**src/rtl/serial_adder_n.sv**
```systemverilog
// Digit-serial adder/subtractor: adds DIGIT bits per clock, LSB first, with start/busy/done
// handshake and registered sum, carry-out and signed overflow.
module serial_adder_n #(
  parameter int unsigned WIDTH = 8,
  parameter int unsigned DIGIT = 1
) (
  input  logic             clk,
  input  logic             rst_n,
  input  logic             start_i,
  input  logic             sub_i,
  input  logic             cin_i,
  input  logic [WIDTH-1:0] a_i,
  input  logic [WIDTH-1:0] b_i,
  output logic             busy_o,
  output logic             done_o,
  output logic [WIDTH-1:0] sum_o,
  output logic             cout_o,
  output logic             ovf_o
);

  localparam int unsigned N    = WIDTH / DIGIT;
  localparam int unsigned CntW = (N > 1) ? $clog2(N) : 1;
  localparam logic [CntW-1:0] CntLast = CntW'(N - 1);

  if (WIDTH < 2 || DIGIT < 1 || DIGIT > WIDTH || (WIDTH % DIGIT) != 0) begin : g_bad_param
    $error("serial_adder_n: WIDTH must be >= 2 and divisible by DIGIT");
  end

  typedef enum logic [1:0] {StIdle, StRun, StDone} state_e;

  state_e           state_q, state_d;
  logic [WIDTH-1:0] a_q, a_d;
  logic [WIDTH-1:0] b_q, b_d;
  logic [WIDTH-1:0] acc_q, acc_d;
  logic [CntW-1:0]  cnt_q, cnt_d;
  logic             carry_q, carry_d;
  logic             sa_q, sa_d;
  logic             sb_q, sb_d;
  logic [WIDTH-1:0] sum_q, sum_d;
  logic             cout_q, cout_d;
  logic             ovf_q, ovf_d;

  logic [WIDTH-1:0] b_eff;
  logic [DIGIT:0]   slice_full;
  logic [WIDTH-1:0] slice_ext;
  logic [WIDTH-1:0] acc_shift;

  assign b_eff = sub_i ? ~b_i : b_i;

  // One digit per cycle: the new slice enters at the top of the accumulator so that after N
  // shifts the first slice has arrived at bit 0.
  always_comb begin
    slice_full = {1'b0, a_q[DIGIT-1:0]} + {1'b0, b_q[DIGIT-1:0]} + {{DIGIT{1'b0}}, carry_q};
    slice_ext  = '0;
    slice_ext[DIGIT-1:0] = slice_full[DIGIT-1:0];
    acc_shift  = (acc_q >> DIGIT) | (slice_ext << (WIDTH - DIGIT));
  end

  always_comb begin
    state_d = state_q;
    a_d     = a_q;
    b_d     = b_q;
    acc_d   = acc_q;
    cnt_d   = cnt_q;
    carry_d = carry_q;
    sa_d    = sa_q;
    sb_d    = sb_q;
    sum_d   = sum_q;
    cout_d  = cout_q;
    ovf_d   = ovf_q;

    unique case (state_q)
      StIdle, StDone: begin
        if (start_i) begin
          state_d = StRun;
          a_d     = a_i;
          b_d     = b_eff;
          carry_d = sub_i | cin_i;
          sa_d    = a_i[WIDTH-1];
          sb_d    = b_eff[WIDTH-1];
          cnt_d   = '0;
          acc_d   = '0;
        end else begin
          state_d = StIdle;
        end
      end
      StRun: begin
        a_d     = a_q >> DIGIT;
        b_d     = b_q >> DIGIT;
        carry_d = slice_full[DIGIT];
        acc_d   = acc_shift;
        cnt_d   = cnt_q + 1'b1;
        if (cnt_q == CntLast) begin
          state_d = StDone;
          sum_d   = acc_shift;
          cout_d  = slice_full[DIGIT];
          ovf_d   = (sa_q == sb_q) && (acc_shift[WIDTH-1] != sa_q);
        end
      end
      default: state_d = StIdle;
    endcase
  end

  always_ff @(posedge clk or negedge rst_n) begin
    if (!rst_n) begin
      state_q <= StIdle;
      a_q     <= '0;
      b_q     <= '0;
      acc_q   <= '0;
      cnt_q   <= '0;
      carry_q <= 1'b0;
      sa_q    <= 1'b0;
      sb_q    <= 1'b0;
      sum_q   <= '0;
      cout_q  <= 1'b0;
      ovf_q   <= 1'b0;
    end else begin
      state_q <= state_d;
      a_q     <= a_d;
      b_q     <= b_d;
      acc_q   <= acc_d;
      cnt_q   <= cnt_d;
      carry_q <= carry_d;
      sa_q    <= sa_d;
      sb_q    <= sb_d;
      sum_q   <= sum_d;
      cout_q  <= cout_d;
      ovf_q   <= ovf_d;
    end
  end

  assign busy_o = (state_q == StRun);
  assign done_o = (state_q == StDone);
  assign sum_o  = sum_q;
  assign cout_o = cout_q;
  assign ovf_o  = ovf_q;

endmodule

```
**config.mk**
```make
export PLATFORM = sky130hd
export DESIGN_NAME = serial_adder_n
export DESIGN_NICKNAME = d
export VERILOG_FILES = /design/src/rtl/serial_adder_n.sv
export SDC_FILE = /design/constraint.sdc
export NUM_CORES = 1
export LEC_CHECK = 0
export BUFFER_PORTS_ARGS = -buffer_cell sky130_fd_sc_hd__buf_2
export CAP_MARGIN = 20
export CORE_UTILIZATION = 54
export DETAILED_ROUTE_END_ITERATION = 10
export PLACE_DENSITY = 0.85
export SYNTH_ARGS = -nofsm -noshare
export SYNTH_HDL_FRONTEND = slang
export SYNTH_SLANG_ARGS = --single-unit
```
**constraint.sdc**
```tcl
create_clock -name clk -period 2 [get_ports clk]
set_input_delay 0 -clock clk [delete_from_list [all_inputs] [get_ports clk]]
set_output_delay 0 -clock clk [all_outputs]
set_load 0.05 [all_outputs]
```
==> out/metrics.yaml, run 1 <==
run_status:
  outcome: "finished clean"
timing:
  final.setup_skew_ns: 0.0117
  timing_hold_violations_final: 0
  finalSetupTns_ns: 0
  max_freq_mhz: 535
  relSlewSlack_pct: 41.9
  min_period_ns: 1.87
  max_slew.worst_pin.slew_ns: 0.872
  rsz0062_at_grt: "no"
  final_critical_path_share_of_the_clock_period_pct: 93.5
  post-route-worst-setup-slack_ns: 0.131
  finalMaxSlewViolations: 0
  final.hold.worst_slack_ns: 0.0105
  setup_viol_count_final: 0
power:
  power_frac_clock_pct: 15.6
  power_frac_comb_pct: 44.6
  power.ir.vdd_worst_uv: 750
  powerDensity_mw_per_mm2: 1670
  power.sequential.fraction_pct: 39.7
  cellLeakagePower_nw: 1.07
  power.switching_mw: 1.51
  swShare_pct: 41.5
  cell_internal_pwr_mw: 2.13
critical_path:
  r2r_slack_ns: 0.31
  worst-endpoint-required_ns: 2.00
  crit_arrival_ns: 1.87
  cp_max_fo: 16
  r2r-start: "cnt_q[0]$_DFFE_PN0P_"
  beginning_of_the_critical_path: "state_q[1]$_DFFE_PN0P_"
  path_class: "flop to output port"
  crit_path_start_kind: "flop"
  worst_r2r_path_depth: 5
  worstSetupEndpointType: "output port"
cells_and_area:
  layout.cells.non_filler: 235
  synthToLayoutAreaGrowth_pct: 23.6
  post_route_cells_drive_above_1_share_pct: 28.3
  final_nets: 214
  n_antenna_cell: 0
  utilization_pct: 70.6
min_path:
  hold_startpoint: "b_i[5]"
  timing.hold.worst_path_depth: 4
  worst_hold_path_type: "input port to flop"
routing:
  dr.pass1.iters: 4
  top_layer: "met4"
  routedWlPerCell_um: 14.6
  postRouteWirelength_um: 3440
  num_vias: 1307
  dr_wl_met3_um: 131
  detail_route.iter0.violations: 72
  met2WireLength_um: 1700
  viasPerCell: 5.56
  wl_met1_um: 1530
  route.detailed.drc: 0
  postRouteAntennaNets: 0
clock_network:
  tritoncts: "yes"
  cts_post_setup_buffers_inserted: 0
  postCtsHoldBufs: 14
  clk_sinks: 41
  cts.reportedPaths.clkPinSlew_ns: 0.12
  cts_made_buffers: 5
  cts_repair_resize_count: 0
  clk-insertion-delay-late_ns: 0.35
  cts_max_level: 2
  cts_max_path_buffers: 2
  cts.root.buffer_cell: "sky130_fd_sc_hd__clkbuf_4"
global_route:
  grt_max_degree: 42
  antenna_violations_before_repair: 0
  track_usage_pct: 22.1
  globalRouteOverflowTotal: 0
  grt_pass1_vias: 1230
  grt_pass1_wl_um: 5540
floorplanning:
  die_h_um: 59.0
  io_pins: 33
  fp.dieArea_mm2: 0.00349
  floorplan.initialDensity_pct: 57.1
  die_w_um: 59.0
  placement_rows: 20
  core_region_area_mm2: 0.00308
synthesis:
  yosys.area.top_type_share_pct: 58.4
  post_synth.cell_area_avg_um2: 12.3
  gate_count_of_the_mapped_netlist: 143
  syn_nets: 167
  seq_area_frac_synth_pct: 58.4
  library_cell_with_the_largest_summed_area_after_synthesis: "sky130_fd_sc_hd__dfrtp_1"
  synth.top_cells.by_area: "sky130_fd_sc_hd__dfrtp_1, sky130_fd_sc_hd__a221o_1, sky130_fd_sc_hd__a22o_1, sky130_fd_sc_hd__mux2_4, sky130_fd_sc_hd__xnor2_1"
  yosysWarnings: 0
  ys_seq_elements: 41
  ys_types: 32
  synth_area_mm2: 0.00176
job:
  cap_violations: 0
placement:
  post-place-ws_ns: 0.302
  numPlacedInstances: 213
  rd_place_congestion: 0.724
  hpwlAfterDp_um: 2260
  io_buffers: 32
-- power groups by stage --
stage          sequential (mW)  clock, mW  combinational, mW
2_1_floorplan             1.75          0              0.946
3_3_place_gp              1.44          0               1.54
3_5_place_dp              1.46          0               1.61
4_1_cts                   1.44      0.582               1.64
5_1_grt                   1.49      0.619               1.76
6_report                  1.44      0.569               1.62
-- cell usage in the layout, fill, tap and decap left out, types with 2 or more instances in the layout --
| master | instances |
|---|---|
| sky130_fd_sc_hd__dfrtp_1 | 41 |
| sky130_fd_sc_hd__mux2_2 | 2 |
| sky130_fd_sc_hd__nand3_1 | 9 |
| sky130_fd_sc_hd__a22o_1 | 9 |
| sky130_fd_sc_hd__nor2_1 | 8 |
| sky130_fd_sc_hd__a22oi_1 | 6 |
| sky130_fd_sc_hd__clkbuf_4 | 5 |
| sky130_fd_sc_hd__inv_1 | 4 |
| sky130_fd_sc_hd__mux2_4 | 5 |
| sky130_fd_sc_hd__buf_4 | 3 |
| sky130_fd_sc_hd__dlygate4sd3_1 | 14 |
| sky130_fd_sc_hd__a21o_1 | 2 |
| sky130_fd_sc_hd__buf_2 | 32 |
| sky130_fd_sc_hd__a221o_1 | 8 |
| sky130_fd_sc_hd__xnor2_1 | 8 |
| sky130_fd_sc_hd__nand2_1 | 11 |
| sky130_fd_sc_hd__o21ai_0 | 4 |
| sky130_fd_sc_hd__ha_1 | 2 |
-- synthesized netlist by cell type --
| cell type | instances |
|---|---|
| sky130_fd_sc_hd__dfrtp_1 | 41 |
| sky130_fd_sc_hd__nand2_1 | 11 |
| sky130_fd_sc_hd__a22o_1 | 9 |
| sky130_fd_sc_hd__nand3_1 | 9 |
| sky130_fd_sc_hd__a221o_1 | 8 |
| sky130_fd_sc_hd__nor2_1 | 8 |
| sky130_fd_sc_hd__xnor2_1 | 8 |
| sky130_fd_sc_hd__a22oi_1 | 6 |
| sky130_fd_sc_hd__buf_2 | 5 |
| sky130_fd_sc_hd__mux2_4 | 5 |
| sky130_fd_sc_hd__inv_1 | 4 |
| sky130_fd_sc_hd__o21ai_0 | 4 |
| sky130_fd_sc_hd__buf_4 | 3 |
| sky130_fd_sc_hd__a21o_1 | 2 |
| sky130_fd_sc_hd__ha_1 | 2 |
| sky130_fd_sc_hd__mux2_2 | 2 |
| sky130_fd_sc_hd__a21oi_1 | 1 |
| sky130_fd_sc_hd__a31oi_1 | 1 |
| sky130_fd_sc_hd__clkbuf_1 | 1 |
| sky130_fd_sc_hd__fa_1 | 1 |
| sky130_fd_sc_hd__inv_2 | 1 |
| sky130_fd_sc_hd__nand2b_1 | 1 |
| sky130_fd_sc_hd__nand2b_2 | 1 |
| sky130_fd_sc_hd__nand3b_1 | 1 |
| sky130_fd_sc_hd__nor2_4 | 1 |
| sky130_fd_sc_hd__nor2b_1 | 1 |
| sky130_fd_sc_hd__nor2b_2 | 1 |
| sky130_fd_sc_hd__nor3_1 | 1 |
| sky130_fd_sc_hd__o211ai_1 | 1 |
| sky130_fd_sc_hd__o21ai_1 | 1 |
| sky130_fd_sc_hd__o2bb2ai_1 | 1 |
| sky130_fd_sc_hd__or3_1 | 1 |
-- routing by layer --
layer  vias up  track usage (%)
met5         -                0
met4         0             10.9
met3         9             7.21
met2        36             35.4
met1       653             26.9
li1        609                -
-- cell families after synthesis --
family,after synthesis,synth area share [%]
flip-flops,41,58.4
AND/OR/NAND/NOR,36,10.0
AO/OA/AOI/OAI,34,15.5
buffers and inverters,14,3.99
XOR/XNOR,8,3.99
multiplexers,7,5.56
adder cells (fa/ha/maj),3,2.56
-- state kept, by name (all words and copies together), names as in the netlist --
signal / cells
sum_o: 8
state_q: 2
ovf_o: 1
a_q: 8
acc_q: 7
carry_q: 1
cout_o: 1
cnt_q: 3
sb_q: 1
sa_q: 1
b_q: 8
-- worst paths after layout --
check                                       endpoint
min in group asynchronous       acc_q[4]$_DFFE_PN0P_
max in group asynchronous       cnt_q[2]$_DFFE_PN0P_
worst max-delay path                          busy_o
worst min-delay path              b_q[5]$_DFFE_PN0P_
worst max register to register  sum_o[4]$_DFFE_PN0P_
worst min register to register  sum_o[7]$_DFFE_PN0P_
-- final cells by class --
cell class,count,area (um2)
tap,44,55.1
timing repair buffer,49,323
sequential,41,1030
inverter,5,18.8
clock inverter,2,37.5
clock buffer,6,51.3
fill,227,906
multi-input combinational,88,661
-- per-stage QoR --
step	instance area (um2)	power, mW
after global placement	1940	2.98
after global routing	2170	3.86
final	2170	3.64
after floorplan	1760	2.69
after detailed placement	1940	3.07
after CTS	2170	3.66
-- critical path, cell delays in order (launching register included) --
cell and delay (ns):
sky130_fd_sc_hd__dfrtp_1 0.40, sky130_fd_sc_hd__nand2b_2 0.31, sky130_fd_sc_hd__inv_2 0.24, sky130_fd_sc_hd__buf_4 0.26, sky130_fd_sc_hd__buf_2 0.30
Note: power is estimated with default switching activity, not from simulation.
==> run 2, diff against run 1 <==
- CORE_UTILIZATION: 54 -> 55
- CTS_BUF_LIST: default -> sky130_fd_sc_hd__clkbuf_4
- PLACE_DENSITY: 0.85 -> 0.86
==> out/metrics.yaml, run 2 (synthesized netlist as in run 1, its figures left out) <==
clock_network:
  cts_repair_resize_count: 0  # unchanged
  cts_made_buffers: 5  # unchanged
  cts_max_path_buffers: 2  # unchanged
  tritoncts: "yes"
  postCtsHoldBufs: 14  # unchanged
  cts.root.buffer_cell: "sky130_fd_sc_hd__clkbuf_4"
  cts_max_level: 2  # unchanged
  clk_sinks: 41  # unchanged
  cts_post_setup_buffers_inserted: 0  # unchanged
  cts.reportedPaths.clkPinSlew_ns: 0.11  # about the same
  clk-insertion-delay-late_ns: 0.36  # about the same
placement:
  rd_place_congestion: 0.757  # +4.5%
  numPlacedInstances: 214  # +0.47%
  hpwlAfterDp_um: 2250  # about the same
  post-place-ws_ns: 0.279  # -0.0224 ns
  placedInstanceArea_mm2: 0.00195  # +0.39%
  io_buffers: 32  # unchanged
global_route:
  track_usage_pct: 23.0  # +0.97 points
  antenna_violations_before_repair: 0  # unchanged
  grt_max_degree: 42  # unchanged
  grt_pass1_vias: 1213  # -1.4%
  globalRouteOverflowTotal: 0  # unchanged
  grt_pass1_wl_um: 5750  # +3.7%
power:
  power.sequential.fraction_pct: 41.6  # +1.9 points
  cellLeakagePower_nw: 1.06  # -0.88%
  power.ir.vdd_worst_uv: 693  # -7.7%
  power_frac_comb_pct: 47.2  # +2.6 points
  power_frac_clock_pct: 11.2  # -4.4 points
  power.switching_mw: 1.51  # about the same
  power_mw: 3.48  # -4.3%
  powerDensity_mw_per_mm2: 1630  # -2.9%
  swShare_pct: 43.4  # +1.9 points
  cell_internal_pwr_mw: 1.97  # -7.3%
critical_path:
  worstSetupEndpointType: "flop"
  path_class: "flop to flop"
  crit_arrival_ns: 1.95  # +0.08 ns
  bufs_and_invs_on_worst_path: 1  # -2
  beginning_of_the_critical_path: "cnt_q[0]$_DFFE_PN0P_"
  worst-endpoint-required_ns: 2.25  # +0.25 ns
  critPathMostFrequentCell: "sky130_fd_sc_hd__ha_1"
  cpPeakStageDelay_ns: 0.42  # +0.02 ns
  crit_path_cell_chain: "ha_1 > ha_1 > nand3b_1 > buf_4 > mux2_4"
  cell_family_contributing_the_most_delay_on_the_critical_path: "flip-flops"
  cp_max_fo: 7  # -9
  r2r-start: "cnt_q[0]$_DFFE_PN0P_"
  crit_path_start_kind: "flop"
  critical_path.slowest_cell: "sky130_fd_sc_hd__dfrtp_1"
timing:
  final.hold.worst_slack_ns: 0.00480  # -0.00565 ns
  post-route-worst-setup-slack_ns: 0.294  # +0.163 ns
  relSlewSlack_pct: 42.2  # +0.29 points
  finalSetupTns_ns: 0  # unchanged
  finalMaxSlewViolations: 0  # unchanged
  max_slew.worst_pin.slew_ns: 0.867  # -0.00439 ns
  setup_viol_count_final: 0  # unchanged
  timing_hold_violations_final: 0  # unchanged
  final_critical_path_share_of_the_clock_period_pct: 85.3  # -8.1 points
  min_period_ns: 1.71  # -0.163 ns
  rsz0062_at_grt: "no"
  final.setup_skew_ns: 0.00850  # -0.00325 ns
  max_freq_mhz: 586  # +9.5%
routing:
  route.detailed.drc: 0  # unchanged
  postRouteAntennaNets: 0  # unchanged
  viasPerCell: 5.42  # -2.5%
  detail_route.iter0.violations: 51  # -29%
  routedWlPerCell_um: 14.7  # +0.33%
  num_vias: 1280  # -2.1%
  dr.pass1.iters: 4  # unchanged
  postRouteWirelength_um: 3470  # +0.76%
cells_and_area:
  leading_cell_types_in_the_layout_fill_and_taps_excluded: "sky130_fd_sc_hd__dfrtp_1, sky130_fd_sc_hd__buf_2, sky130_fd_sc_hd__dlygate4sd3_1, sky130_fd_sc_hd__nand2_1"
  final_nets: 215  # +0.47%
  synthToLayoutAreaGrowth_pct: 21.9
  commonest_non_fill_non_tap_cell_in_the_layout: "sky130_fd_sc_hd__dfrtp_1"
  utilization_pct: 70.1  # -0.45 points
  post_route_cells_drive_above_1_share_pct: 27.6  # -0.67 points
  layout.cells.non_filler: 236  # +0.43%
  post-route-cell-area_mm2: 0.00214  # -1.4%
  n_antenna_cell: 0  # unchanged
run_status:
  outcome: "finished clean"
floorplanning:
  io_pins: 33  # unchanged
  die_w_um: 58.5  # -0.88%
  die_h_um: 58.5  # -0.88%
  floorplan.initialDensity_pct: 57.5  # +0.47 points
  placement_rows: 20  # unchanged
  core_region_area_mm2: 0.00305  # -0.81%
  fp.dieArea_mm2: 0.00342  # -1.8%
job:
  cap_violations: 0  # unchanged
min_path:
  worst_hold_path_type: "input port to flop"
  hold_startpoint: "b_i[5]"
[run 2: final cells by class]
type	count	area, um2
tap	44	55.1
clock inverter	3	12.5
multi-input combinational	88	661
timing repair buffer	50	330
inverter	5	18.8
fill	244	912
clock buffer	5	37.5
sequential	41	1030
[run 2: per-layer routing]
| metal | part of all wire [%] | wire, um | track usage, % | up-vias |
|---|---|---|---|---|
| met5 | 0 | 0 | 0 | - |
| met4 | 1.8 | 61 | 10.9 | 0 |
| met3 | 4.8 | 167 | 6.37 | 6 |
| met2 | 49 | 1700 | 37.4 | 40 |
| met1 | 44 | 1540 | 28.7 | 625 |
| li1 | - | - | - | 609 |
[run 2: power groups by stage]
stage	clock (mW)	sequential [mW]	combinational, mW
after floorplan	0	1.75	0.946
after global placement	0	1.44	1.57
after detailed placement	0	1.46	1.62
after CTS	0.397	1.45	1.65
after global routing	0.427	1.49	1.79
final	0.391	1.45	1.64
[run 2: worst min-delay path, delay by kind of cell]
family | cells | cell delay (ns)
xor+xnor | 1 | 0.05
compound gates | 1 | 0.12
buf+inv | 1 | 0.08
simple gates | 1 | 0.07
[run 2: worst paths after layout]
| kind | end | slack, ns | cells after the start |
|---|---|---|---|
| max | sum_o[2]$_DFFE_PN0P_ | 0.29 | 5 |
| min | b_q[5]$_DFFE_PN0P_ | 0.005 | 4 |
| max reg2reg | sum_o[2]$_DFFE_PN0P_ | 0.29 | 5 |
| min reg2reg | cout_o$_DFFE_PN0P_ | 0.50 | 2 |
| max in group asynchronous | cout_o$_DFFE_PN0P_ | 1.17 | 2 |
| min in group asynchronous | b_q[1]$_DFFE_PN0P_ | 0.29 | 2 |
